$ cat src/rtl/imem_pkg.sv
// imem_pkg: shared constants and loader state encoding
// for the instruction-memory image loader.
package imem_pkg;

    localparam int IMEM_DEPTH = 1024;
    localparam int WORD_W     = 32;

    typedef enum logic [2:0] {
        IDLE,
        LEN,
        DATA,
        WRITE,
        CHK,
        DONE,
        ERR
    } ld_state_t;

endpackage

$ cat src/rtl/imem_word_packer.sv
// imem_word_packer: assembles four stream bytes into one
// little-endian word; word_full marks the completing byte.
module imem_word_packer
    import imem_pkg::*;
(
    input  logic              clk,
    input  logic              rst_n,
    input  logic              clear,
    input  logic              push,
    input  logic [7:0]        din,
    output logic [WORD_W-1:0] word,
    output logic              word_full
);

    logic [WORD_W-1:0] sr;
    logic [1:0]        idx;

    // Bytes enter at the top so byte 0 ends up in bits [7:0].
    assign word      = {din, sr[WORD_W-1:8]};
    assign word_full = push && (idx == 2'd3);

    // Shift register and byte index; index wraps after each word.
    always_ff @(posedge clk or negedge rst_n) begin
        if (!rst_n) begin
            sr  <= '0;
            idx <= '0;
        end else if (clear) begin
            sr  <= '0;
            idx <= '0;
        end else if (push) begin
            sr  <= word;
            idx <= idx + 2'd1;
        end
    end

endmodule

$ cat src/rtl/imem_loader.sv
// imem_loader: writes a length-prefixed byte image into imem
// and holds the core in reset until done. Macro: IMEM_LOADER_CHECKSUM_EN.
module imem_loader
    import imem_pkg::*;
#(
    parameter int DEPTH = IMEM_DEPTH,
    parameter int CNT_W = 16
) (
    input  logic        clk,
    input  logic        rst_n,
    input  logic        start,
    input  logic        byte_valid,
    input  logic [7:0]  byte_data,
    output logic        byte_ready,
    output logic        mem_we,
    output logic [31:0] mem_addr,
    output logic [31:0] mem_wdata,
    output logic        busy,
    output logic        done,
    output logic        error,
    output logic        core_rst_n
);

    ld_state_t         state_q;
    ld_state_t         state_d;
    logic [7:0]        len_lo;
    logic              len_hi;
    logic [CNT_W-1:0]  nwords;
    logic [CNT_W-1:0]  widx;
    logic [CNT_W-1:0]  hdr;
    logic              xfer;
    logic              push;
    logic              go;
    logic              bad_len;
    logic              last;
    logic [WORD_W-1:0] word;
    logic              word_full;
`ifdef IMEM_LOADER_CHECKSUM_EN
    logic [7:0]        csum;
`endif

    assign byte_ready = (state_q == LEN) || (state_q == DATA)
                     || (state_q == CHK);
    assign busy       = byte_ready || (state_q == WRITE);
    assign mem_we     = (state_q == WRITE);
    assign done       = (state_q == DONE);
    assign error      = (state_q == ERR);
    assign core_rst_n = done;

    assign xfer = byte_valid && byte_ready;
    assign push = xfer && (state_q == DATA);
    assign go   = start && ((state_q == IDLE) || (state_q == DONE)
                         || (state_q == ERR));

    assign hdr     = CNT_W'({byte_data, len_lo});
    assign bad_len = (hdr == '0) || (32'(hdr) > 32'(DEPTH));
    assign last    = (widx == nwords - CNT_W'(1));

    imem_word_packer u_packer (
        .clk       (clk),
        .rst_n     (rst_n),
        .clear     (go),
        .push      (push),
        .din       (byte_data),
        .word      (word),
        .word_full (word_full)
    );

    // State register.
    always_ff @(posedge clk or negedge rst_n) begin
        if (!rst_n) state_q <= IDLE;
        else        state_q <= state_d;
    end

    // Next-state decode.
    always_comb begin
        state_d = state_q;
        unique case (state_q)
            IDLE, DONE, ERR: begin
                if (go) state_d = LEN;
            end
            LEN: begin
                if (xfer && len_hi) state_d = bad_len ? ERR : DATA;
            end
            DATA: begin
                if (word_full) state_d = WRITE;
            end
            WRITE: begin
`ifdef IMEM_LOADER_CHECKSUM_EN
                state_d = last ? CHK : DATA;
`else
                state_d = last ? DONE : DATA;
`endif
            end
`ifdef IMEM_LOADER_CHECKSUM_EN
            CHK: begin
                if (xfer) state_d = (byte_data == csum) ? DONE : ERR;
            end
`endif
            default: state_d = IDLE;
        endcase
    end

    // Header capture, word counter and memory write registers.
    always_ff @(posedge clk or negedge rst_n) begin
        if (!rst_n) begin
            len_lo    <= '0;
            len_hi    <= 1'b0;
            nwords    <= '0;
            widx      <= '0;
            mem_addr  <= '0;
            mem_wdata <= '0;
        end else begin
            if (go) begin
                len_hi <= 1'b0;
                widx   <= '0;
            end
            if (xfer && (state_q == LEN)) begin
                if (!len_hi) begin
                    len_lo <= byte_data;
                    len_hi <= 1'b1;
                end else begin
                    nwords <= hdr;
                end
            end
            if (word_full) begin
                mem_addr  <= 32'(widx) << 2;
                mem_wdata <= word;
            end
            if (state_q == WRITE) widx <= widx + CNT_W'(1);
        end
    end

`ifdef IMEM_LOADER_CHECKSUM_EN
    // Running XOR of data bytes, cleared at each start.
    always_ff @(posedge clk or negedge rst_n) begin
        if (!rst_n)    csum <= '0;
        else if (go)   csum <= '0;
        else if (push) csum <= csum ^ byte_data;
    end
`endif

endmodule

$ cat config.mk
export PLATFORM = sky130hd
export DESIGN_NAME = imem_loader
export DESIGN_NICKNAME = d
export VERILOG_FILES = /design/src/rtl/imem_pkg.sv /design/src/rtl/imem_word_packer.sv /design/src/rtl/imem_loader.sv
export SDC_FILE = /design/constraint.sdc
export NUM_CORES = 1
export LEC_CHECK = 0
export CORE_MARGIN = 2
export CORE_UTILIZATION = 35
export CTS_CLUSTER_DIAMETER = 80
export DETAILED_ROUTE_END_ITERATION = 8
export PLACE_DENSITY = 0.57
export SKIP_CTS_REPAIR_TIMING = 1
export SLEW_MARGIN = 20
export SYNTH_ARGS = -nofsm -noshare
export SYNTH_HDL_FRONTEND = slang
export SYNTH_HIERARCHICAL = 1
export SYNTH_SLANG_ARGS = --single-unit
$ cat constraint.sdc
create_clock -name clk -period 3.4 [get_ports clk]
set_input_delay 0.34 -clock clk [delete_from_list [all_inputs] [get_ports clk]]
set_output_delay 0.34 -clock clk [all_outputs]
set_load 0.005 [all_outputs]
* Word-level counts from Yosys, hierarchy flattened
Index checks and enable logic that the tools add are counted.
** Word-level totals
- Register bits :: 126
- Bits of input ports :: 12
- Output and inout port bits :: 70
- Logic and storage cells :: 60
** Operators by class
- $add $sub $neg :: 3
- Order comparisons :: 1
- Equality and inequality tests :: 11
- Multiplexer cells :: 15
- Bitwise logic cells :: 1
- Reductions and logical operators :: 20
** Operators with widths (number)
- $mux W32 :: 2
- $mux W16 :: 2
- $add A16 B1 Y16 const B :: 1
- $eq A16 B16 Y1 :: 1
- $gt A16 B11 Y1 const B :: 1
- $logic_not A16 Y1 :: 1
- $sub A16 B1 Y16 const B :: 1
- $mux W3 :: 5
- $pmux W3 S4 :: 1
- $eq A3 B3 Y1 const B :: 3
- $eq A3 B2 Y1 const B :: 2
- $logic_and A1 B1 Y1 :: 6
- $logic_or A1 B1 Y1 :: 6
- $mux W2 :: 2
- $ne A2 B1 Y1 const B :: 2
- $reduce_and A2 Y1 :: 2
- $reduce_bool A2 Y1 :: 2
- $eq A3 B1 Y1 const B :: 1
- $logic_not A3 Y1 :: 1
- $mux W1 :: 3
- $reduce_and A3 Y1 :: 1
- $reduce_or A3 Y1 :: 1
- $add A2 B1 Y2 const B :: 1
- $eq A2 B2 Y1 const B :: 1
- 2 further kinds :: 2

* Logic depth before layout (Yosys ltp)
Gate-level depths: netlist of the first run.
- Word-level depth :: 8
- Depth in mapped cells :: 12

* Modules after synthesis
The synthesis of the first run kept the hierarchy.
** By module, submodules not included
- imem_loader :: instances 1, cells each 390, area an instance 4470.5 µm², seq. area each 2302.2 µm²
- imem_word_packer :: instances 1, cells each 94, area an instance 1153.6 µm², seq. area each 650.6 µm²

* Worst setup path after synthesis of the first run
OpenSTA, ideal clock, no wires.
- Path kind :: reg2reg
- Start :: register nwords[0]
- End :: register state_q[1]
- Setup time :: 126 ps
- Arrival time :: 2426 ps
- Data required time :: 3274 ps
- Path slack :: 848 ps
- Stages on the path, launching flop included :: 10
- Buffers on the path :: 0
- Cells stage by stage :: dfrtp_1 > inv_1 > ha_1 > nor3b_4 > nand3_2 > or3b_1 > a211o_1 > a211oi_2 > nand3_1 > a221o_1
** Between the ends
- Longest elaborated chain between the ends :: 4
** RTL lines
- from (decl) :: line imem_loader.sv:28 : logic [CNT_W-1:0] nwords;
- from (signal assigned) :: line imem_loader.sv:123 : nwords <= hdr;
- $sub A16 B1 Y16 :: line imem_loader.sv:57 : assign last = (widx == nwords - CNT_W'(1));
- $eq A16 B16 Y1 :: line imem_loader.sv:57
- $mux W3 :: line imem_loader.sv:92 : state_d = last ? DONE : DATA;
- $pmux W3 S4 :: line imem_loader.sv:78 : unique case (state_q)
- to (signal assigned) :: line imem_loader.sv:72 : else state_q <= state_d;
- to (decl) :: line imem_loader.sv:24 : ld_state_t state_q;
Every way passes these cells.
A chain may end at the register's enable or synchronous reset.

* Worst setup path in the final report of the first run
Ends and elaborated chain as after synthesis.

==> results of run 1 <==
[worst max-delay path by stage]
stage          cells after the start  startpoint          to  slack (ns)
2_1_floorplan                      9   nwords[0]  state_q[1]        0.85
4_1_cts                            9   nwords[0]  state_q[1]        0.62
6_report                           9   nwords[0]  state_q[1]        0.64
5_1_grt                            9   nwords[0]  state_q[1]        0.40
3_3_place_gp                       9   nwords[0]  state_q[1]        0.73
3_5_place_dp                       9   nwords[0]  state_q[1]        0.63
[layout make-up]
type / instances / area share [%]
timing repair buffer: 73 / 10.36
clock inverter: 12 / 2.195
sequential: 118 / 42.46
clock buffer: 20 / 6.567
multi-input combinational: 322 / 34.04
inverter: 9 / 0.4858
tap: 216 / 3.886
[layout by cell type, fill, tap and decap left out, types with 4 or more instances in the layout]
cell type / synthesis / final
dfrtp_1: 118 / 118
nand4_1: 8 / 8
mux2i_1: 27 / 27
nand2_1: 27 / 27
o21ai_1: 7 / 7
clkdlybuf4s50_1: 0 / 64
nand3_1: 21 / 21
xnor2_1: 15 / 15
nor4_1: 7 / 7
buf_4: 25 / 8
xor2_1: 10 / 10
mux2_2: 70 / 70
clkinv_4: 0 / 4
nor2b_1: 4 / 4
clkbuf_16: 0 / 17
nor3_1: 5 / 4
a21oi_1: 4 / 4
o21ai_0: 18 / 18
nor2_1: 40 / 40
clkinv_2: 0 / 4
conb_1: 1 / 16
inv_1: 9 / 9
[per-stage QoR]
step	hold slack [ns]	cell area, um2
finish	-0.001034	6954
detailed placement	0.4856	6345
global route	0.05739	6954
floorplan	0.04441	5680
CTS	0.03131	6954
global placement	0.4760	6345
[metal layers]
layer	global-route usage, %	vias to the layer above	wire [um]
met4	5.257	0	102
met1	18.94	1866	5175
met2	23.68	87	5765
li1	-	1780	-
met3	5.456	9	591
met5	0	-	0
[power by group]
group / leakage (nW) / total [W] / switching [W] / internal (W)
clock: 0.300 / 0.00181 / 0.000623 / 0.00119
combinational: 1.18 / 0.00130 / 0.000637 / 0.000666
sequential: 1.59 / 0.00207 / 0.000357 / 0.00171
[state kept, by name (all words and copies together) (netlist names)]
register      cells
len_hi            1
mem_addr         16
len_lo            8
mem_wdata        32
u_packer/idx      2
widx             16
state_q           3
nwords           16
u_packer/sr      24
[cell families (layout without fill, tap and decap cells)]
family	Yosys count	count (layout)	synth area share, %
buffers and inverters	59	114	6.518
multiplexers	97	97	18.82
AND/OR/NAND/NOR	137	137	12.66
AO/OA/AOI/OAI	44	44	4.872
other	1	16	0.06668
flip-flops	118	118	52.50
XOR/XNOR	25	25	3.893
adder cells (fa/ha/maj)	3	3	0.6675
==> reports/qor.txt, run 1 <==
Tot GR Track Use: 14.94%
via count: 3,742
worst r2r src: nwords[0]
slowest cell delay on critical path: 0.43 ns
register bit total from synthesis: 118
FILL cells: 1,508
hold_ws: -0.001034 ns
endpoints failing setup: 0
DP Cell Count: 738
ratio of cells with drive above 1 in the final layout: 21.84%
violated checks: negative hold slack
Final Max Slew Viols: 0
Clock Skew: 0.006236 ns
VDD IR max: 0.4179 mV
final setup margin: 0.6384 ns
synthesized cell area: 5624 um2
Post-synth EDFFs: 0
ys flop type: dfrtp_1
initial DRC count: 164
area of the multi-input gates: 2367 um2
gr ovfl total: 0
vias in the first global route: 3,813
register area share after synthesis: 52.50%
r2r setup slk: 0.64 ns
Initial Utilization: 35.66%
Rel. slew slack: 46.69%
Tcrit/Tclk final: 81.22%
most frequent cell after synthesis: dfrtp_1
Crit path buffers/inverters: 1
RSZ-0062 raised after global routing: no
post-synth cell types: 52
Rows: 46
Yosys top cell area share: 52.50%
Worst Path Arrival: 3.06 ns
diodes inserted: 0
Die X-Extent: 130.8 um
Crit Reg-Reg Endpoint: state_q[1]
largest net degree at the start of global routing: 65
first-pass GRT wire length: 19.42 mm
largest fanout on the critical path: 6
CTS buffer count: 17
status: finished with violations
CP Class: reg2reg
Final Power: 0.005184 W
area delta synth->final: 23.65%
number of antenna violations at the first check in global routing: 0
Fin. Hold Viols: 2
Final Net Count: 556
max_cap viols: 0
fin util: 44.10%
HP Class: in2async
ANT nets after route: 0
top cells by area, synth: dfrtp_1, mux2_2, mux2i_1
Synth top cells by count: dfrtp_1, mux2_2, nor2_1
post-synthesis cell count: 484
largest area contributor in the synthesized netlist: dfrtp_1
FMAX: 0.3621 GHz
clk_lat worst skew: 0.41 ns
DR pass1 iterations: 4
I/O pin cnt: 82
DRC: 0
Tmin final: 2.762 ns
die height: 130.8 um
CTS tree: yes
CP required: 3.70 ns
drt via density: 4.860
TritonCTS sink count: 118
Layout Cells excl Fill: 770
Pleak: 3.067 nW
H-tree level count: 4
pre-CTS setup slack: 0.6264 ns
Root Buffer Master: clkbuf_16
Top Family by Delay on Critical Path: simple AND/OR/NAND/NOR gates
Avg Cell Area, Syn: 11.62 um2
GPL Wtd Cong: 0.7885
Total Die Area: 17,100 um2
CTS Buffer Depth: 2
clock-pin transition on the worst setup and hold timing paths: 0.05 ns
post-DP HPWL: 8.100 mm
count of input and output buffers: 65
worst r2r path cells: 9
DRT Wirelength: 11.63 mm
drt wl/cell: 15.11 um
Worst Tran Pin Value: 0.7997 ns
startpoint types: flop
Core ar.: 15,770 um2
synth warn: 6
CP endpoint kind: flop
crit path cell chain: inv_1 -> ha_1 -> nor3b_4 -> nand3_2 -> or3b_1 -> a211o_1 -> a211oi_2 -> nand3_1 -> a221o_1
register area: 2953 um2
PD cells: 745.4 nW/um2
setup TNS: 0 ns
Post-synth ARST share: 100.0%
critical path's slowest cell: dfrtp_1
Power figures use the tool's default switching activity.
==> inputs of run 2 (changes only) <==
--- a/config.mk
+++ b/config.mk
@@ -9,7 +9,7 @@
 export CORE_UTILIZATION = 35
 export CTS_CLUSTER_DIAMETER = 80
 export DETAILED_ROUTE_END_ITERATION = 8
-export PLACE_DENSITY = 0.57
+export PLACE_DENSITY = 0.59
 export SKIP_CTS_REPAIR_TIMING = 1
 export SLEW_MARGIN = 20
 export SYNTH_ARGS = -nofsm -noshare
==> constraint.sdc (replaced) <==
create_clock -name clk -period 2.3 [get_ports clk]
set_input_delay 0.23 -clock clk [delete_from_list [all_inputs] [get_ports clk]]
set_output_delay 0.23 -clock clk [all_outputs]
set_load 0.005 [all_outputs]
==> run 2 against run 1 <==
  * The run ends with negative setup slack left
  * Worst setup slack got worse by 0.73 ns
  * Global-route usage rose by 0.90 points
  * Clock power rose by 54%
  * Routed wire length rose by 6.0%
  * Sequential power rose by 45%
  * Die area did not move
  * Critical path type is now reg2out
  * Largest cell class unchanged
==> reports/qor.txt, run 2 (same netlist as run 1, synthesis figures left out) <==
crit path cell chain: nor2b_1 -> nor3_2 -> o21ba_2 -> or2_2 -> clkdlybuf4s50_1
VDD IR max: 0.5423 mV (+30%)
r2r setup slk: -0.05 ns (-0.69 ns)
drt wl/cell: 15.51 um (+2.7%)
gr ovfl total: 0 (unchanged)
CTS buffer count: 17 (unchanged)
CP endpoint kind: output port
area of the multi-input gates: 2391 um2 (+1.0%)
hold_ws: 0.3437 ns (+0.3447 ns)
diodes inserted: 0 (unchanged)
crit path to: busy
worst r2r path cells: 9 (unchanged)
slowest cell delay on critical path: 0.46 ns (+0.03 ns)
I/O pin cnt: 82 (unchanged)
Rows: 46 (unchanged)
H-tree level count: 4 (unchanged)
Crit Reg-Reg Endpoint: state_q[1]
Root Buffer Master: clkbuf_16
area delta synth->final: 28.41%
DRC: 0 (unchanged)
Final Net Count: 581 (+4.5%)
Tcrit/Tclk final: 104.0%
Final Max Slew Viols: 0 (unchanged)
via count: 3,875 (+3.6%)
CP Class: reg2out
first-pass GRT wire length: 20.50 mm (+5.5%)
FILL cells: 1,448 (-4.0%)
endpoints failing setup: 2 (+2)
CTS tree: yes
RSZ-0062 raised after global routing: yes
Initial Utilization: 35.66% (unchanged)
DR pass1 iterations: 4 (unchanged)
Most flops, register: mem_wdata
Critical Path Start: state_q[1]
biggest regs: mem_wdata x32, u_packer/sr x24
drt via density: 4.874 (+0.30%)
PD cells: 1112 nW/um2 (+49%)
Tmin final: 2.392 ns
post-DP HPWL: 8.616 mm (+6.4%)
ANT nets after route: 0 (unchanged)
Tot GR Track Use: 15.84% (+0.90 points)
count of input and output buffers: 65 (unchanged)
critical path's slowest cell: dfrtp_2
TritonCTS sink count: 118 (unchanged)
violated checks: negative setup slack
Core ar.: 15,770 um2 (unchanged)
FMAX: 0.4181 GHz
final setup margin: -0.09161 ns (-0.7300 ns)
leading cell type in the layout, fill and taps excluded: dfrtp_1
Pleak: 3.205 nW (+4.5%)
Total Die Area: 17,100 um2 (unchanged)
worst r2r src: nwords[1]
Fin. Hold Viols: 0 (-2)
flip-flop count of the largest register after layout: 32 (unchanged)
fin util: 45.80% (+1.7 points)
Worst Tran Pin Value: 0.5252 ns (-0.2744 ns)
max_cap viols: 0 (unchanged)
Rel. slew slack: 64.99% (+18 points)
DRT Wirelength: 12.33 mm (+6.0%)
die height: 130.8 um (unchanged)
clock-pin transition on the worst setup and hold timing paths: 0.05 ns (about the same)
vias in the first global route: 3,928 (+3.0%)
Die X-Extent: 130.8 um (unchanged)
initial DRC count: 244 (+49%)
startpoint types: flop
clk_lat worst skew: 0.42 ns (about the same)
largest net degree at the start of global routing: 39 (-40%)
GPL Wtd Cong: 0.8247 (+4.6%)
status: finished with violations
Clock Skew: 0.007308 ns (+0.001073 ns)
Worst Path Arrival: 2.16 ns (-0.90 ns)
CTS Buffer Depth: 2 (unchanged)
largest fanout on the critical path: 9 (+3)
CP required: 2.07 ns (-1.63 ns)
number of antenna violations at the first check in global routing: 0 (unchanged)
most frequent cells in the layout: dfrtp_1, mux2_2, clkdlybuf4s50_1
ratio of cells with drive above 1 in the final layout: 25.91% (+4.1 points)
register area: 2954 um2 (about the same)
HP Class: in2async
run 2: worst min path at each step:
| stage | end | slack [ns] | depth (start not counted) |
|---|---|---|---|
| 2_1_floorplan | len_hi | -0.07 | 0 |
| 3_3_place_gp | mem_addr[15] | 0.24 | 1 |
| 3_5_place_dp | mem_addr[15] | 0.25 | 1 |
| 4_1_cts | len_hi | -0.20 | 1 |
| 5_1_grt | len_hi | 0.38 | 2 |
| 6_report | widx[13] | 0.34 | 2 |
run 2: cell type report:
| type | count | area share, % |
|---|---|---|
| clock inverter | 12 | 2.460 |
| clock buffer | 20 | 6.185 |
| inverter | 9 | 0.4678 |
| sequential | 118 | 40.90 |
| timing repair buffer | 98 | 13.13 |
| multi-input combinational | 322 | 33.11 |
| tap | 216 | 3.742 |
run 2: worst max-delay path, delay by kind of cell, from the launching register on:
| family | cells | cell delay [ns] |
|---|---|---|
| AO/OA/AOI/OAI | 1 | 0.20 |
| buffers and inverters | 1 | 0.45 |
| AND/OR/NAND/NOR | 3 | 0.64 |
| flip-flops | 1 | 0.46 |
run 2: metal layers:
| metal | wire, um | vias to the layer above | global-route usage, % |
|---|---|---|---|
| met2 | 5919 | 98 | 24.82 |
| met3 | 724 | 20 | 5.415 |
| met5 | 0 | - | 0 |
| li1 | - | 1833 | - |
| met1 | 5474 | 1924 | 20.27 |
| met4 | 212 | 0 | 6.320 |
run 2: power breakdown:
group,internal (W),switching (W)
registers,0.00253,0.000474
clock network,0.00184,0.000946
logic,0.00116,0.00108
total,0.00553,0.00250
run 2: through the flow:
step	total power [W]	setup TNS, ns	cell area, um2	std cells	setup slack [ns]
finish	0.008030	-0.1433	7222	795	-0.09161
floorplan	0.004470	-0.09119	5697	499	-0.09119
CTS	0.008102	-0.2926	7199	794	-0.1875
detailed placement	0.005265	-0.08210	6575	762	-0.08210
global placement	0.005192	-0.01103	6575	762	-0.01103
global route	0.008519	-0.3668	7222	795	-0.1916
==> inputs of run 3 (changes only) <==
--- a/config.mk
+++ b/config.mk
@@ -5,6 +5,7 @@
 export SDC_FILE = /design/constraint.sdc
 export NUM_CORES = 1
 export LEC_CHECK = 0
+export ABC_CLOCK_PERIOD_IN_PS = 2100
 export CORE_MARGIN = 2
 export CORE_UTILIZATION = 35
 export CTS_CLUSTER_DIAMETER = 80
==> constraint.sdc (replaced) <==
create_clock -name clk -period 2.1 [get_ports clk]
set_input_delay 0.21 -clock clk [delete_from_list [all_inputs] [get_ports clk]]
set_output_delay 0.21 -clock clk [all_outputs]
set_load 0.005 [all_outputs]
==> run 3 against run 2 <==
  * The run still ends with negative setup slack left
  * Clock-buffer cell count is the same
  * Power grew 8.6%
  * Routed wire length up 0.28%
  * Via count is 1.8% higher
  * Sequential share of layout area decreased by 0.74 points
==> reports/qor.txt, run 3 (same netlist as run 1, synthesis figures left out) <==
clk_lat worst skew: 0.41 ns (about the same)
CTS Buffer Depth: 2 (unchanged)
H-tree level count: 4 (unchanged)
number of antenna violations at the first check in global routing: 0 (unchanged)
Layout Cells excl Fill: 816 (+2.6%)
RSZ-0062 raised after global routing: yes
Clock Skew: 0.007157 ns (-0.0001515 ns)
CP endpoint kind: flop
largest fanout on the critical path: 2 (-7)
DR pass1 iterations: 4 (unchanged)
clock-pin transition on the worst setup and hold timing paths: 0.05 ns (about the same)
Worst Path Arrival: 2.61 ns (+0.45 ns)
CP required: 2.39 ns (+0.32 ns)
first-pass GRT wire length: 20.44 mm (-0.30%)
post-DP HPWL: 8.589 mm (-0.32%)
drt wl/cell: 15.15 um (-2.3%)
Root Buffer Master: clkbuf_16
diodes inserted: 0 (unchanged)
most frequent cells in the layout: dfrtp_1, mux2_2, clkdlybuf4s50_1
status: finished with violations
I/O pin cnt: 82 (unchanged)
DP Cell Count: 772 (+1.3%)
max_cap viols: 0 (unchanged)
initial DRC count: 237 (-2.9%)
vias in the first global route: 3,930 (+0.051%)
area delta synth->final: 30.79%
Critical Path Start: nwords[1]
Total Die Area: 17,100 um2 (unchanged)
leading cell type in the layout, fill and taps excluded: dfrtp_1
endpoints failing setup: 4 (+2)
Die X-Extent: 130.8 um (unchanged)
DRC: 0 (unchanged)
r2r setup slk: -0.22 ns (-0.17 ns)
GPL Wtd Cong: 0.8008 (-2.9%)
Final Net Count: 602 (+3.6%)
HP Class: in2async
final setup margin: -0.2217 ns (-0.1301 ns)
worst r2r src: nwords[1]
Pleak: 3.293 nW (+2.7%)
FILL cells: 1,452 (+0.28%)
ratio of cells with drive above 1 in the final layout: 29.17% (+3.3 points)
via count: 3,946 (+1.8%)
largest net degree at the start of global routing: 48 (+23%)
startpoint types: flop
DRT Wirelength: 12.37 mm (+0.28%)
count of input and output buffers: 65 (unchanged)
Rows: 46 (unchanged)
Tot GR Track Use: 15.80% (-0.045 points)
die height: 130.8 um (unchanged)
Tmin final: 2.322 ns
Tcrit/Tclk final: 110.6%
Most flops, register: mem_wdata
CP Class: reg2reg
PD cells: 1185 nW/um2 (+6.6%)
Worst Tran Pin Value: 0.5024 ns (-0.02278 ns)
CTS tree: yes
violated checks: negative setup slack
flip-flop count of the largest register after layout: 32 (unchanged)
TritonCTS sink count: 118 (unchanged)
gr ovfl total: 0 (unchanged)
FMAX: 0.4307 GHz
Final Max Slew Viols: 0 (unchanged)
Fin. Hold Viols: 0 (unchanged)
Rel. slew slack: 66.51% (+1.5 points)
Core ar.: 15,770 um2 (unchanged)
ANT nets after route: 0 (unchanged)
drt via density: 4.836 (-0.79%)
fin util: 46.64% (+0.85 points)
biggest regs: mem_wdata x32, u_packer/sr x24
VDD IR max: 0.6774 mV (+25%)
Initial Utilization: 35.66% (unchanged)
CTS buffer count: 17 (unchanged)
## run 3: per-layer routing
metal,track usage (%),part of all wire [%],vias to the layer above
li1,-,-,1874
met1,20.94,46,1945
met2,24.36,47,111
met3,5.130,5.6,16
met4,5.757,1.4,0
met5,0,0,-
## run 3: through the flow
stage          worst slack, ns  hold slack (ns)  cell area, um2  power (W)  TNS, ns
2_1_floorplan          -0.2668         -0.08559            5708   0.004899  -0.3432
3_3_place_gp           -0.1786           0.2071            6650   0.005764  -0.1790
3_5_place_dp           -0.2453           0.2176            6650   0.005847  -0.3624
4_1_cts                -0.2923          -0.2282            7217   0.008654   -1.194
5_1_grt                -0.3222           0.3561            7356   0.009273  -0.8866
6_report               -0.2217           0.3141            7356   0.008718  -0.4532
## run 3: area by class of cell
cell class | instances | area, um2 | share of cell area, %
clock buffer | 20 | 436.7 | 5.936
clock inverter | 12 | 130.1 | 1.769
inverter | 9 | 33.78 | 0.4593
multi-input combinational | 322 | 2420 | 32.90
sequential | 118 | 2954 | 40.16
tap | 216 | 270.3 | 3.674
timing repair buffer | 119 | 1111 | 15.10
## run 3: path summary, 6_finish.rpt
path | to | depth (start not counted)
worst max-delay path | state_q[1] | 9
worst min-delay path | mem_addr[15] | 2
worst max register to register | state_q[1] | 9
worst min register to register | mem_wdata[10] | 1
max in group asynchronous | mem_addr[2] | 3
min in group clk | mem_wdata[10] | 1
## run 3: critical path, cell delays in order (launching register included)
cell	delay [ns]
dfrtp_1	0.38
inv_2	0.08
ha_4	0.13
nor3b_4	0.22
nand3_2	0.11
or3b_1	0.36
a211o_1	0.27
a211oi_2	0.21
nand3_1	0.13
a221o_1	0.31
## run 3: power by group
part	total (W)	switching [W]	internal, W
Sequential	0.00326	0.000484	0.00278
Combinational	0.00270	0.00128	0.00142
Clock	0.00276	0.00102	0.00174
Total	0.00872	0.00278	0.00594
